### src/rtl/uart_rx_if.sv
// Receive-side handshake between uart_rx and the Peripheral's UART data register.
// The receiver drives data/status (master); the Peripheral returns the read acknowledge (slave).
interface uart_rx_if;
  logic [7:0] rx_data;
  logic       rx_valid;
  logic       rx_ack;
  logic       rx_busy;
  logic       frame_err;
  logic       parity_err;
  logic       overrun;

  modport master (
    output rx_data,
    output rx_valid,
    output rx_busy,
    output frame_err,
    output parity_err,
    output overrun,
    input  rx_ack
  );

  modport slave (
    input  rx_data,
    input  rx_valid,
    input  rx_busy,
    input  frame_err,
    input  parity_err,
    input  overrun,
    output rx_ack
  );
endinterface

### src/rtl/uart_rx.sv
// 8N1 serial receiver with valid/ack handshake, framing and overrun flags.
// Define UART_RX_PARITY_EN for 8E1 frames (adds the PARITY state and drives parity_err).
module uart_rx #(
  parameter int CLK_FREQ = 50_000_000,
  parameter int BAUD     = 9600
) (
  input  logic       clk,
  input  logic       reset,
  input  logic       UART_RX,
  uart_rx_if.master  bus
);

  localparam int DIVISOR = CLK_FREQ / BAUD;
  localparam int HALF    = DIVISOR / 2;
  localparam int CNT_W   = ($clog2(DIVISOR) > 13) ? $clog2(DIVISOR) : 13;

  localparam logic [CNT_W-1:0] DIV_LAST  = CNT_W'(DIVISOR - 1);
  localparam logic [CNT_W-1:0] HALF_LAST = CNT_W'(HALF - 1);

  localparam logic [2:0] IDLE      = 3'd0;
  localparam logic [2:0] START     = 3'd1;
  localparam logic [2:0] DATA      = 3'd2;
  localparam logic [2:0] STOP      = 3'd3;
  localparam logic [2:0] WAIT_HIGH = 3'd4;
`ifdef UART_RX_PARITY_EN
  localparam logic [2:0] PARITY    = 3'd5;
`endif

  logic             rx_meta;
  logic             rx_s;
  logic [2:0]       state;
  logic [CNT_W-1:0] cnt;
  logic [2:0]       bit_idx;
  logic [7:0]       shifter;
  logic             cnt_full;
  logic             stop_tick;
  logic             accept;

  // Both flops reset high so a reset release never looks like a start edge.
  // NOTE: sequential state always uses non-blocking assignment so every flop sees pre-edge values.
  always_ff @(posedge clk or negedge reset) begin
    if (!reset) begin
      rx_meta <= 1'b1;
      rx_s    <= 1'b1;
    end else begin
      rx_meta <= UART_RX;
      rx_s    <= rx_meta;
    end
  end

  assign cnt_full  = (cnt == DIV_LAST);
  assign stop_tick = (state == STOP) && cnt_full;

`ifdef UART_RX_PARITY_EN
  logic perr;
  assign accept = stop_tick && rx_s && !perr;
`else
  assign accept = stop_tick && rx_s;
`endif

  always_ff @(posedge clk or negedge reset) begin
    if (!reset) begin
      state   <= IDLE;
      cnt     <= '0;
      bit_idx <= '0;
      shifter <= '0;
`ifdef UART_RX_PARITY_EN
      perr    <= 1'b0;
`endif
    end else begin
      case (state)
        IDLE: begin
          cnt <= '0;
          if (!rx_s) state <= START;
        end

        // Mid-start-bit check rejects glitches shorter than half a bit.
        START: begin
          if (cnt == HALF_LAST) begin
            cnt     <= '0;
            bit_idx <= '0;
            state   <= rx_s ? IDLE : DATA;
          end else begin
            cnt <= cnt + 1'b1;
          end
        end

        DATA: begin
          if (cnt_full) begin
            cnt     <= '0;
            shifter <= {rx_s, shifter[7:1]};
            if (bit_idx == 3'd7) begin
`ifdef UART_RX_PARITY_EN
              state <= PARITY;
`else
              state <= STOP;
`endif
            end else begin
              bit_idx <= bit_idx + 3'd1;
            end
          end else begin
            cnt <= cnt + 1'b1;
          end
        end

`ifdef UART_RX_PARITY_EN
        PARITY: begin
          if (cnt_full) begin
            cnt   <= '0;
            perr  <= (^shifter) ^ rx_s;
            state <= STOP;
          end else begin
            cnt <= cnt + 1'b1;
          end
        end
`endif

        STOP: begin
          if (cnt_full) begin
            cnt   <= '0;
            state <= rx_s ? IDLE : WAIT_HIGH;
          end else begin
            cnt <= cnt + 1'b1;
          end
        end

        // A held-low line (break) must not decode as a stream of 0x00 bytes.
        WAIT_HIGH: begin
          cnt <= '0;
          if (rx_s) state <= IDLE;
        end

        default: begin
          state <= IDLE;
          cnt   <= '0;
        end
      endcase
    end
  end

  assign bus.rx_busy = (state != IDLE);

  // Error pulses never touch the data register, valid or overrun.
  always_ff @(posedge clk or negedge reset) begin
    if (!reset) begin
      bus.rx_data   <= 8'h00;
      bus.rx_valid  <= 1'b0;
      bus.overrun   <= 1'b0;
      bus.frame_err <= 1'b0;
    end else begin
      bus.frame_err <= stop_tick && !rx_s;
      if (accept) begin
        bus.rx_data  <= shifter;
        bus.rx_valid <= 1'b1;
        if (bus.rx_ack)       bus.overrun <= 1'b0;
        else if (bus.rx_valid) bus.overrun <= 1'b1;
      end else if (bus.rx_ack) begin
        bus.rx_valid <= 1'b0;
        bus.overrun  <= 1'b0;
      end
    end
  end

`ifdef UART_RX_PARITY_EN
  always_ff @(posedge clk or negedge reset) begin
    if (!reset) bus.parity_err <= 1'b0;
    else        bus.parity_err <= stop_tick && rx_s && perr;
  end
`else
  assign bus.parity_err = 1'b0;
`endif

endmodule

### src/flat_wrapper.sv
// flat-port wrapper written by rule: the top's interface ports become plain ports
module uart_rx_flat 
#(
  parameter int CLK_FREQ = 50_000_000,
  parameter int BAUD     = 9600
)
  (clk, reset, UART_RX, bus_rx_data, bus_rx_valid, bus_rx_busy, bus_frame_err, bus_parity_err, bus_overrun, bus_rx_ack);
  uart_rx_if bus_i ();
  input  logic clk;
  input  logic reset;
  input  logic UART_RX;
  output wire logic [$bits(bus_i.rx_data)-1:0] bus_rx_data;
  output wire logic [$bits(bus_i.rx_valid)-1:0] bus_rx_valid;
  output wire logic [$bits(bus_i.rx_busy)-1:0] bus_rx_busy;
  output wire logic [$bits(bus_i.frame_err)-1:0] bus_frame_err;
  output wire logic [$bits(bus_i.parity_err)-1:0] bus_parity_err;
  output wire logic [$bits(bus_i.overrun)-1:0] bus_overrun;
  input wire logic [$bits(bus_i.rx_ack)-1:0] bus_rx_ack;
  assign bus_rx_data = bus_i.rx_data;
  assign bus_rx_valid = bus_i.rx_valid;
  assign bus_rx_busy = bus_i.rx_busy;
  assign bus_frame_err = bus_i.frame_err;
  assign bus_parity_err = bus_i.parity_err;
  assign bus_overrun = bus_i.overrun;
  assign bus_i.rx_ack = bus_rx_ack;
  uart_rx #(.CLK_FREQ(CLK_FREQ), .BAUD(BAUD)) u_core (.clk(clk), .reset(reset), .UART_RX(UART_RX), .bus(bus_i));
endmodule
### config.mk
export PLATFORM = sky130hd
export DESIGN_NAME = uart_rx_flat
export DESIGN_NICKNAME = d
export VERILOG_FILES = /design/src/rtl/uart_rx_if.sv /design/src/rtl/uart_rx.sv /design/src/flat_wrapper.sv
export SDC_FILE = /design/constraint.sdc
export NUM_CORES = 1
export LEC_CHECK = 0
export ABC_AREA = 1
export ABC_CLOCK_PERIOD_IN_PS = 2200
export CAP_MARGIN = 20
export CORE_UTILIZATION = 35
export CTS_CLUSTER_DIAMETER = 40
export CTS_CLUSTER_SIZE = 12
export DETAILED_ROUTE_END_ITERATION = 16
export DONT_BUFFER_PORTS = 1
export GPL_TIMING_DRIVEN = 0
export PLACE_DENSITY_LB_ADDON = 0.05
export SLEW_MARGIN = 20
export SYNTH_ARGS = -nofsm -noshare
export SYNTH_HDL_FRONTEND = slang
export SYNTH_SLANG_ARGS = --single-unit
### constraint.sdc
create_clock -name clk -period 2.2 [get_ports clk]
set_input_delay 0.44 -clock clk [delete_from_list [all_inputs] [get_ports clk]]
set_output_delay 0.44 -clock clk [all_outputs]
set_load 0.01 [all_outputs]
### Yosys cells after proc, flatten, opt, wreduce, memory -nomap -nowiden

Cells that the tools add are included.

| word-level totals | value |
|---|---|
| bits in registers | 40 |
| input port bits | 4 |

| operators by class | value |
|---|---|
| reduce and logical (&&, ||, !) cells | 14 |
| muxes and demuxes | 21 |
| eq/ne operators | 14 |
| add/sub/neg operators | 2 |

Operators with widths:

| kind | count |
|---|---|
| two-way mux 3 bit | 10 |
| two-way mux 13 bit | 2 |
| one-hot mux 13 bit (2 select lines) | 1 |
| one-hot mux 3 bit (5 select lines) | 1 |
| adder 13 x 1 -> 13 bit, second input constant | 1 |
| == test 13 x 12 -> 1 bit, second input constant | 1 |
| == test 13 bit, second input constant | 1 |
| inequality test 2 x 1 -> 1 bit, second input constant | 5 |
| == test 3 x 2 -> 1 bit, second input constant | 2 |
| == test 3 bit, second input constant | 2 |
| one-hot mux 3 bit (2 select lines) | 1 |
| AND reduction 6 bit | 1 |
| nonzero test 2 bit | 3 |
| two-way mux 1 bit | 5 |
| inequality test 2 bit, second input constant | 2 |
| AND reduction 2 bit | 2 |
| AND reduction 4 bit | 1 |
| adder 3 x 1 -> 3 bit, second input constant | 1 |
| == test 3 x 1 -> 1 bit, second input constant | 1 |
| logical AND 1 bit | 3 |
| logical NOT 3 bit | 1 |
| nonzero test 3 bit | 1 |
| two-way mux 2 bit | 1 |
| OR reduction 2 bit | 1 |
| logical NOT 1 bit | 1 |

### Logic depth before layout (Yosys ltp)

Gate-level depths: netlist of run 1.

| depth | value |
|---|---|
| word-level depth | 5 |
| depth in mapped cells | 9 |

### Worst setup path before layout of run 1

OpenSTA, ideal clock, no wires.

| path | value |
|---|---|
| path kind | reg-to-reg |
| start | register u_core.cnt[0] |
| end | register u_core.bus.rx_data[0] |
| arrival time | 1369 ps |
| path slack | 715 ps |
| data required time | 2083 ps |
| stages on the path, launching flop included | 10 |
| setup time | 117 ps |
| buffers on the path | 1 |
| cells stage by stage | dfrtp_1 ha_1 nand2_2 nor2_4 nand3_4 nor3_4 inv_2 buf_6 nand2_1 nand2_1 |

| on the way | value |
|---|---|
| cells in the longest elaborated chain, start to end | 3 |

RTL lines:

| what | line | RTL |
|---|---|---|
| start, declared | uart_rx.sv:32 | `logic [CNT_W-1:0] cnt;` |
| start signal, assigned | uart_rx.sv:84 | `cnt <= cnt + 1'b1;` |
| start signal, assigned | uart_rx.sv:102 | `cnt <= cnt + 1'b1;` |
| start signal, assigned | uart_rx.sv:123 | `cnt <= cnt + 1'b1;` |
| == test 13 bit | uart_rx.sv:51 | `assign cnt_full = (cnt == DIV_LAST);` |
| logical AND 1 bit | uart_rx.sv:52 | `assign stop_tick = (state == STOP) && cnt_full;` |
| logical AND 1 bit | uart_rx.sv:58 | `assign accept = stop_tick && rx_s;` |
| end signal, assigned | uart_rx.sv:153 | `bus.rx_data <= shifter;` |
| end, declared | uart_rx_if.sv:13 | `output rx_data,` |

No other way between the ends.
A chain may end at the register's enable or synchronous reset.

### Worst setup path after layout of run 1

| path | value |
|---|---|
| start | register u_core.cnt[0] |
| end | register u_core.bus.rx_data[1] |

The elaborated chain is that of the path after synthesis.

==> results of run 1 <==
cells in the final DEF, fill, tap and decap left out, types with 2 or more instances in the layout:
master	count
sky130_fd_sc_hd__nand2_1	69
sky130_fd_sc_hd__dfrtp_1	38
sky130_fd_sc_hd__inv_1	31
sky130_fd_sc_hd__nor2_1	20
sky130_fd_sc_hd__o21ai_0	18
sky130_fd_sc_hd__nand3_1	12
sky130_fd_sc_hd__nor3_1	6
sky130_fd_sc_hd__o21ai_2	6
sky130_fd_sc_hd__clkbuf_8	6
sky130_fd_sc_hd__xor2_1	5
sky130_fd_sc_hd__inv_2	3
sky130_fd_sc_hd__nor2_2	3
sky130_fd_sc_hd__a21oi_1	3
sky130_fd_sc_hd__ha_1	3
sky130_fd_sc_hd__buf_2	2
sky130_fd_sc_hd__dfstp_2	2
logic make-up (layout without fill, tap and decap cells):
kind of cell	count (synthesis)	count (layout)	share of synthesized area, %
fa+ha+maj	3	3	1.97
other cells	1	1	0.196
compound gates	27	27	8.26
flops	40	40	52.6
xor+xnor	5	5	2.29
buf+inv	38	48	8.19
simple gates	116	116	26.5
worst max path at each step:
stage / startpoint / endpoint / cells past startpoint
6_report: u_core.cnt[0] / u_core.bus.rx_data[1] / 9
5_1_grt: u_core.cnt[0] / u_core.bus.rx_data[1] / 9
4_1_cts: u_core.cnt[0] / u_core.bus.rx_data[1] / 9
3_5_place_dp: u_core.cnt[0] / u_core.bus.rx_data[1] / 9
3_3_place_gp: u_core.cnt[0] / u_core.bus.rx_data[2] / 9
2_1_floorplan: u_core.cnt[0] / u_core.bus.rx_data[0] / 9
per-layer routing:
| metal | part of all wire (%) | up-vias |
|---|---|---|
| met4 | 1.4 | 0 |
| met2 | 41 | 18 |
| met1 | 54 | 624 |
| met3 | 3.9 | 7 |
| li1 | - | 735 |
| met5 | 0 | - |
registers in the layout, indices dropped and copies added, names as in the netlist:
signal / cells
u_core.state: 3
u_core.cnt: 13
u_core.bus.overrun: 1
u_core.rx_meta: 1
u_core.bit_idx: 3
u_core.bus.rx_data: 8
u_core.bus.rx_valid: 1
u_core.shifter: 8
u_core.rx_s: 1
u_core.bus.frame_err: 1
layout make-up:
class	count	share of cell area, %
Buffer	4	1.36
Clock buffer	7	4.07
Clock inverter	1	0.354
Inverter	34	6.02
Multi-Input combinational cell	152	35.3
Sequential cell	40	47.3
Tap cell	70	4.13
Timing Repair Buffer	2	1.42
timing repair:
| action | CTS | global route |
|---|---|---|
| endpoints found under the setup margin | 0 | 0 |
| hold buffers | 2 | 0 |
| endpoints found under the hold margin | 40 | 0 |
critical path, delay by kind of cell (launching register included):
| family | cells | cell delay (ns) |
|---|---|---|
| buf+inv | 2 | 0.29 |
| fa+ha+maj | 1 | 0.22 |
| simple gates | 6 | 0.75 |
| flops | 1 | 0.37 |
per-stage QoR:
| stage | total power [mW] | utilization [%] |
|---|---|---|
| floorplan | 0.758 | - |
| global placement | 0.759 | 38.6 |
| detailed placement | 0.759 | 38.6 |
| CTS | 1.30 | 41.0 |
| global route | 1.33 | 41.0 |
| finish | 1.28 | 41.0 |
power groups by stage:
stage	clock network [mW]	logic, mW	registers [mW]
after floorplan	0	0.00459	0.754
after global placement	0	0.00487	0.754
after detailed placement	0	0.00493	0.754
after CTS	0.534	0.0265	0.740
after global routing	0.560	0.0293	0.740
final	0.511	0.0248	0.740
==> run summary, run 1 <==
number of buffers created by CTS - 5
number of setup buffers added after CTS - 0
post-route setup slack - 0.471 ns
total core area - 5170 sq um
CTS Root Cell - sky130_fd_sc_hd__clkbuf_8
global route total overflow - 0
total number of placement rows - 26
highest ir drop seen on vdd - 0.000276 V
# DRC - 0
yosys synthesis warning count - 0
status - finished, final reports clean
hold wc startpoint - UART_RX
net load switching power - 0.276 mW
cell depth of the worst min-delay path - 0
maximum number of pins on one net before global-route repair - 41
fmax - 0.579 GHz
half-perimeter wire length of the detailed placement result - 2.50 mm
final net count - 246
gr busiest metal - met1
final-layout setup total negative slack - 0 ns
Layout Cells excl Fill - 310
type of destination of the critical path - register
layout overhead on the synthesized area - 11.1%
part of the Yosys area used for sequential elements - 52.6%
layout cell share with drive strength beyond 1 - 12.9%
GR met3 Demand/Resource - 4.37%
number of vias per cell - 4.46
CP max stage cell - sky130_fd_sc_hd__dfrtp_1
dominant cells by area after synthesis - sky130_fd_sc_hd__dfrtp_1 50%, sky130_fd_sc_hd__nand2_1 14%, sky130_fd_sc_hd__inv_1 6.1%, sky130_fd_sc_hd__o21ai_0 4.7%, sky130_fd_sc_hd__nor2_1 3.9%
worst r2r src - u_core.cnt[0]
global-route usage over all layers - 14.1%
via count - 1384
global routing usage on met2 - 19.3%
number of fillers in the final layout - 536
Global Route met1 Usage - 20.6%
final clock period utilization by the worst path - 78.6%
total inserted antenna cells - 0
RSZ-0062 raised after global routing - no
Placed Instance Area - 2000 sq um
post-synth design cell area - 1910 sq um
clock sink count - 40
Post-Syn Instances - 230
final count of negative-setup-slack endpoints - 0
Final Skew - 0.00829 ns
die outline height - 75.9 um
number of H-tree levels - 2
critical register-to-register path endpoint - u_core.bus.rx_data[1]
total of max-cap violations - 0
area taken by multi-input logic gates - 749 sq um
router iterations before antenna repair - 4
Yosys top cell area share - 49.8%
classification of the worst setup path - reg2reg
part of the power in combinational logic - 1.9%
CTS tree - done
count of final max-slew check failures - 0
first-pass GRT wire length - 5.99 mm
Total Die Area - 5750 sq um
final weighted congestion of routability-driven global placement - 0.811
relative contribution of the clock network to total power - 40.1%
FF-to-FF setup slack - 0.47 ns
pre-CTS setup slack - 0.447 ns
Crit path required time - 2.39 ns
cell with the most instances on the worst path - sky130_fd_sc_hd__nand2_1
num ports - 17
Startpoint Class - register
highest cell delay on the worst timing path - 0.37 ns
post-detailed-route wirelength per cell - 11.5 um
final-report hold violation count - 0
P_int - 1.00 mW
via count of the first global-routing pass - 1295
Main synth FF type - sky130_fd_sc_hd__dfrtp_1
number of buffers inserted by port buffering - 0
Reg2Reg Depth - 9
First DRT Iteration DRCs - 50
Avg Synthesized Cell Area - 8.30 sq um
list of most frequent post-synthesis cells - 69 x sky130_fd_sc_hd__nand2_1, 38 x sky130_fd_sc_hd__dfrtp_1, 31 x sky130_fd_sc_hd__inv_1
residual antenna-violating net count after detailed routing - 0
top-count cell post-synth - sky130_fd_sc_hd__nand2_1
clk_lat worst skew - 0.29 ns
unique cell type count in the Yosys netlist - 24
type of the worst min-delay path - in2reg
fraction of registers with async set/reset - 100%
clock period minus worst slack - 1.73 ns
quantity of gates resized following cts - 0
clock buffer depth - 2
Yosys reg bits - 40
placed cell count - 300
switch share - 21.6%
starting density of the core - 36.9%
clock-pin slew of the registers on the worst-case setup and hold paths - 0.08 ns
Final Cell Area - 2120 sq um
CP max FO - 10
leak pwr - 1.06 nW
total nets after synthesis - 237
critical path, cell by cell - ha_1, nand2_2, nor2_4, nand3_4, nor3_4, inv_2, buf_6, nand2_1, nand2_1
WHS Endpoint - u_core.rx_meta
cell taking the most area after synthesis - sky130_fd_sc_hd__dfrtp_1
Flop pwr share - 58.0%
Pwr Density - 601 nW/um^2
initial antenna violation count - 0
final hold slack - 0.138 ns
EDFF count, synth - 0
horizontal die dimension - 75.9 um
Crit path arrival time - 1.92 ns
total wire length - 3.57 mm
area taken by flip-flops and latches - 1000 sq um
(Power assumes the default switching activity.)
==> inputs of run 2 (changes only) <==
Settings changed: ABC_CLOCK_PERIOD_IN_PS 2200 to 1500.
Clock period 2.2 ns to 1.5 ns, I/O delays scaled along.
==> run summary, run 2 (synthesized netlist as in run 1, its figures left out) <==
status - finished, final reports clean
classification of the worst setup path - reg2reg
total number of placement rows - 26 (unchanged)
global route total overflow - 0 (unchanged)
Total Die Area - 5750 sq um (unchanged)
count of final max-slew check failures - 0 (unchanged)
first-pass GRT wire length - 6.15 mm (+2.6%)
Layout Cells excl Fill - 323 (+4.2%)
Regs by FF count - u_core.cnt x13, u_core.bus.rx_data x8, u_core.shifter x8
initial antenna violation count - 0 (unchanged)
area taken by multi-input logic gates - 832 sq um (+11%)
total core area - 5170 sq um (unchanged)
maximum number of pins on one net before global-route repair - 41 (unchanged)
total of max-cap violations - 0 (unchanged)
horizontal die dimension - 75.9 um (unchanged)
commonest cells after routing, fill and taps aside - 62 x sky130_fd_sc_hd__nand2_1, 37 x sky130_fd_sc_hd__dfrtp_1, 29 x sky130_fd_sc_hd__inv_1
post-detailed-route wirelength per cell - 11.7 um (+1.3%)
Startpoint Class - register
final-report hold violation count - 0 (unchanged)
largest register by flop count - u_core.cnt
die outline height - 75.9 um (unchanged)
RSZ-0062 raised after global routing - yes
router iterations before antenna repair - 4 (unchanged)
type of destination of the critical path - register
Global Route met1 Usage - 20.7% (+0.10 points)
clock-pin slew of the registers on the worst-case setup and hold paths - 0.08 ns (about the same)
total inserted antenna cells - 0 (unchanged)
final net count - 259 (+5.3%)
CTS tree - done
clock sink count - 40 (unchanged)
gr busiest metal - met1
total wire length - 3.76 mm (+5.5%)
Tot Pwr - 1.88 mW (+47%)
Crit path arrival time - 1.68 ns (-0.24 ns)
layout overhead on the synthesized area - 21.0%
final count of negative-setup-slack endpoints - 0 (unchanged)
number of vias per cell - 4.46 (about the same)
type of the worst min-delay path - in2reg
Pwr Density - 812 nW/um^2 (+35%)
# DRC - 0 (unchanged)
CP max FO - 10 (unchanged)
global routing usage on met2 - 20.6% (+1.3 points)
Largest register FFs - 13 (unchanged)
half-perimeter wire length of the detailed placement result - 2.50 mm (unchanged)
CTS Root Cell - sky130_fd_sc_hd__clkbuf_8
number of fillers in the final layout - 524 (-2.2%)
number of buffers inserted by port buffering - 0 (unchanged)
First DRT Iteration DRCs - 94 (+88%)
residual antenna-violating net count after detailed routing - 0 (unchanged)
via count - 1442 (+4.2%)
GR met3 Demand/Resource - 4.37% (unchanged)
leak pwr - 1.15 nW (+8.4%)
highest ir drop seen on vdd - 0.000406 V (+47%)
clock period minus worst slack - 1.48 ns (-0.252 ns)
number of buffers created by CTS - 5 (unchanged)
via count of the first global-routing pass - 1353 (+4.5%)
number of H-tree levels - 2 (unchanged)
fmax - 0.677 GHz (+17%)
placed cell count - 300 (unchanged)
layout cell share with drive strength beyond 1 - 23.3% (+10 points)
area taken by flip-flops and latches - 1000 sq um (+0.12%)
final weighted congestion of routability-driven global placement - 0.811 (unchanged)
num ports - 17 (unchanged)
final clock period utilization by the worst path - 98.4% (+20 points)
clock buffer depth - 2 (unchanged)
Crit path required time - 1.71 ns (-0.68 ns)
global-route usage over all layers - 14.5% (+0.40 points)
clk_lat worst skew - 0.29 ns (about the same)
most common library cell in the layout ignoring fill and taps - sky130_fd_sc_hd__nand2_1
Final Skew - 0.00698 ns (-0.00131 ns)
starting density of the core - 36.9% (unchanged)
-- run 2: cell types whose count changed in the layout (fill, tap and decap cells not counted), sizes merged --
cell	change
dlygate4sd3	+1
buf	+11
nand3	+1
-- run 2: cell type report --
| class | count | share of cell area [%] |
|---|---|---|
| well taps | 70 | 3.79 |
| inverters | 34 | 5.53 |
| flip-flops and latches | 40 | 43.5 |
| clock buffers | 7 | 3.74 |
| plain buffers | 4 | 1.79 |
| repair buffers | 14 | 5.31 |
| multi-input cells | 153 | 36.0 |
| clock inverters | 1 | 0.325 |
-- run 2: timing repair --
action / 4_1_cts / 5_1_grt
hold endpoints to repair: 41 / 0
gates cloned: 1 / 1
gates resized for setup: 15 / 14
setup buffers: 8 / 2
pin swaps: 2 / 2
hold buffers: 3 / 0
setup endpoints to repair: 33 / 35
-- run 2: metrics by stage --
| stage | hold slack (ns) | setup slack [ns] | TNS (ns) | instance area, sq um | utilization, % |
|---|---|---|---|---|---|
| 2_1_floorplan | 0.00441 | 0.0147 | 0 | 1910 | - |
| 3_5_place_dp | 0.00560 | -0.253 | -4.91 | 2000 | 38.6 |
| 5_1_grt | 0.189 | -0.122 | -2.15 | 2310 | 44.7 |
| 6_report | 0.176 | 0.0238 | 0 | 2310 | 44.7 |
| 3_3_place_gp | 0.00543 | -0.269 | -5.52 | 2000 | 38.6 |
| 4_1_cts | 0.171 | -0.0534 | -0.373 | 2250 | 43.6 |
-- run 2: final timing paths --
path                       slack (ns)      startpoint  cells after the start                  to
setup reg to reg                 0.02   u_core.cnt[0]                      8   u_core.shifter[7]
hold reg to reg                  0.36  u_core.rx_meta                      0         u_core.rx_s
min in group asynchronous        0.46           reset                      2       u_core.cnt[5]
setup / recovery                 0.02   u_core.cnt[0]                      8   u_core.shifter[7]
max in group asynchronous        0.76           reset                      2         u_core.rx_s
hold / removal                   0.18      bus_rx_ack                      3  u_core.bus.overrun
-- run 2: where the power goes --
| group | switching [mW] | leakage [nW] | internal (mW) |
|---|---|---|---|
| Sequential | 0.00246 | 0.535 | 1.08 |
| Clock | 0.379 | 0.0445 | 0.374 |
| Combinational | 0.0267 | 0.571 | 0.0117 |
| Total | 0.408 | 1.15 | 1.47 |
-- run 2: critical path, cell delays in order (launching register included) --
cell	delay (ns)
sky130_fd_sc_hd__dfrtp_1	0.39
sky130_fd_sc_hd__ha_4	0.17
sky130_fd_sc_hd__nand2_4	0.07
sky130_fd_sc_hd__nor2_4	0.12
sky130_fd_sc_hd__nand3_4	0.12
sky130_fd_sc_hd__nor2_2	0.18
sky130_fd_sc_hd__buf_4	0.19
sky130_fd_sc_hd__nand2_1	0.06
sky130_fd_sc_hd__o21ai_0	0.08
-- run 2: routing by layer --
layer	wire, um	vias up
li1	-	762
met1	2000	658
met2	1590	14
met3	118	8
met4	48	0
met5	0	-
==> inputs of run 3 (changes only) <==
Settings changed: PLACE_DENSITY_LB_ADDON 0.05 to not set, RECOVER_POWER set to 100.
==> run summary, run 3 (synthesized netlist as in run 1, its figures left out) <==
number of buffers created by CTS - 5 (unchanged)
WHS Endpoint - u_core.bus.overrun
post-route setup slack - -0.0196 ns (-0.0434 ns)
type of the worst min-delay path - in2reg
Largest register FFs - 13 (unchanged)
Regs by FF count - u_core.cnt x13, u_core.bus.rx_data x8, u_core.shifter x8
violations in the final reports - negative setup slack
type of destination of the critical path - register
clock period minus worst slack - 1.52 ns (+0.0434 ns)
Crit path arrival time - 1.75 ns (+0.07 ns)
horizontal die dimension - 75.9 um (unchanged)
leak pwr - 1.19 nW (+3.7%)
FF-to-FF setup slack - -0.02 ns (-0.04 ns)
Crit path required time - 1.73 ns (+0.02 ns)
num ports - 17 (unchanged)
highest ir drop seen on vdd - 0.000355 V (-13%)
count of final max-slew check failures - 0 (unchanged)
# DRC - 0 (unchanged)
critical path, cell by cell - ha_4, nand2_4, nor2_4, nand3_4, buf_4, nor2_4, buf_6, nand2_1, o21ai_1
cell depth of the worst min-delay path - 3 (unchanged)
number of vias per cell - 4.52 (+1.3%)
CP max stage cell - sky130_fd_sc_hd__dfrtp_1
number of H-tree levels - 2 (unchanged)
Least-Margin Pin Slew - 1.00 ns
largest register by flop count - u_core.cnt
router iterations before antenna repair - 4 (unchanged)
cell with the most instances on the worst path - sky130_fd_sc_hd__nor2_4
pre-CTS setup slack - -0.216 ns (+0.0376 ns)
final hold slack - 0.156 ns (-0.0204 ns)
CP max FO - 5 (-5)
half-perimeter wire length of the detailed placement result - 2.38 mm (-5.0%)
RSZ-0062 raised after global routing - yes
hold wc startpoint - bus_rx_ack
first-pass GRT wire length - 6.02 mm (-2.1%)
critical register-to-register path endpoint - u_core.shifter[7]
CTS Root Cell - sky130_fd_sc_hd__clkbuf_8
tightest slew margin relative to the limit - 33.1%
final clock period utilization by the worst path - 101% (+2.9 points)
status - complete, but fails checks
via count - 1493 (+3.5%)
Reg2Reg Depth - 9 (+1)
global-route usage over all layers - 14.3% (-0.25 points)
starting density of the core - 36.9% (unchanged)
Startpoint Class - register
maximum number of pins on one net before global-route repair - 41 (unchanged)
CTS tree - done
total core area - 5170 sq um (unchanged)
most common library cell in the layout ignoring fill and taps - sky130_fd_sc_hd__nand2_1
clock buffer depth - 2 (unchanged)
final weighted congestion of routability-driven global placement - 0.759 (-6.4%)
residual antenna-violating net count after detailed routing - 0 (unchanged)
layout overhead on the synthesized area - 28.0%
post-detailed-route wirelength per cell - 11.6 um (-0.25%)
global route total overflow - 0 (unchanged)
Total Die Area - 5750 sq um (unchanged)
worst r2r src - u_core.cnt[0]
fmax - 0.658 GHz (-2.9%)
final count of negative-setup-slack endpoints - 6 (+6)
final-report hold violation count - 0 (unchanged)
clock sink count - 40 (unchanged)
number of buffers inserted by port buffering - 0 (unchanged)
total of max-cap violations - 0 (unchanged)
Crit path buffers/inverters - 2 (+1)
total number of placement rows - 26 (unchanged)
layout cell share with drive strength beyond 1 - 30.4% (+7.1 points)
commonest cells after routing, fill and taps aside - 54 x sky130_fd_sc_hd__nand2_1, 38 x sky130_fd_sc_hd__dfrtp_1, 26 x sky130_fd_sc_hd__inv_1
Pwr Density - 835 nW/um^2 (+2.8%)
highest cell delay on the worst timing path - 0.40 ns (about the same)
initial antenna violation count - 0 (unchanged)
total wire length - 3.84 mm (+1.9%)
die outline height - 75.9 um (unchanged)
area taken by flip-flops and latches - 1000 sq um (-0.12%)
area taken by multi-input logic gates - 875 sq um (+5.1%)
clock-pin slew of the registers on the worst-case setup and hold paths - 0.09 ns (about the same)
classification of the worst setup path - reg2reg
total inserted antenna cells - 0 (unchanged)
Final Skew - 0.0140 ns (+0.00699 ns)
Tot Pwr - 2.04 mW (+8.8%)
First DRT Iteration DRCs - 46 (-51%)
final net count - 266 (+2.7%)
clk_lat worst skew - 0.30 ns (about the same)
via count of the first global-routing pass - 1368 (+1.1%)
Crit path max-delay family - simple AND/OR/NAND/NOR gates
number of fillers in the final layout - 496 (-5.3%)
run 3: cell count changes in the layout (fill, tap and decap cells not counted), sizes merged:
cell	previous run	this run
buf	16	21
bufinv	0	1
inv	34	35
run 3: worst max path at each step:
| stage | to | slack, ns | cells past startpoint | start |
|---|---|---|---|---|
| floorplan | u_core.bus.rx_data[0] | 0.01 | 9 | u_core.cnt[0] |
| global placement | u_core.bus.rx_data[1] | -0.19 | 9 | u_core.cnt[0] |
| detailed placement | u_core.bus.rx_data[0] | -0.22 | 9 | u_core.cnt[0] |
| CTS | u_core.bus.rx_data[5] | -0.07 | 9 | u_core.cnt[1] |
| global route | u_core.shifter[7] | -0.11 | 9 | u_core.cnt[0] |
| finish | u_core.shifter[7] | -0.02 | 9 | u_core.cnt[0] |
run 3: through the flow:
stage | cell area (sq um) | util [%] | cells | setup TNS [ns]
floorplan | 1910 | - | 230 | 0
global placement | 2000 | 38.6 | 300 | -3.97
detailed placement | 2000 | 38.6 | 300 | -4.44
CTS | 2320 | 44.8 | 319 | -0.440
global route | 2440 | 47.3 | 330 | -3.90
finish | 2440 | 47.3 | 330 | -0.0538
run 3: what timing repair did:
action,4_1_cts,5_1_grt
hold buffers,3,0
gates cloned,2,2
hold endpoints to repair,41,0
buffers inserted,6,9
pin swaps,6,8
gates resized for setup,29,29
setup endpoints to repair,33,34
run 3: routing by layer:
layer | global-route usage (%) | routed length [um]
met5 | 0 | 0
met4 | 7.20 | 73
met3 | 3.84 | 118
met2 | 22.4 | 1770
met1 | 18.1 | 1870
run 3: worst register-to-register path, delay by kind of cell, from the launching register on:
| kind | cells | cell delay, ns |
|---|---|---|
| AO/OA/AOI/OAI | 1 | 0.08 |
| adder cells (fa/ha/maj) | 1 | 0.18 |
| buffers and inverters | 2 | 0.29 |
| AND/OR/NAND/NOR | 5 | 0.52 |
| flip-flops | 1 | 0.40 |
run 3: final cells by class:
| cell class | count | area share, % |
|---|---|---|
| Sequential cell | 40 | 41.0 |
| Multi-Input combinational cell | 153 | 35.8 |
| Timing Repair Buffer | 21 | 7.73 |
| Inverter | 34 | 5.32 |
| Tap cell | 70 | 3.58 |
| Clock buffer | 5 | 2.81 |
| Clock inverter | 3 | 1.89 |
| Buffer | 4 | 1.84 |
run 3: power by group:
group          total [mW]  internal [mW]  leakage, nW  switching, mW
sequential           1.08           1.08        0.537        0.00256
clock               0.924          0.502       0.0548          0.422
combinational      0.0331        0.00710        0.602         0.0260
total                2.04           1.59         1.19          0.451
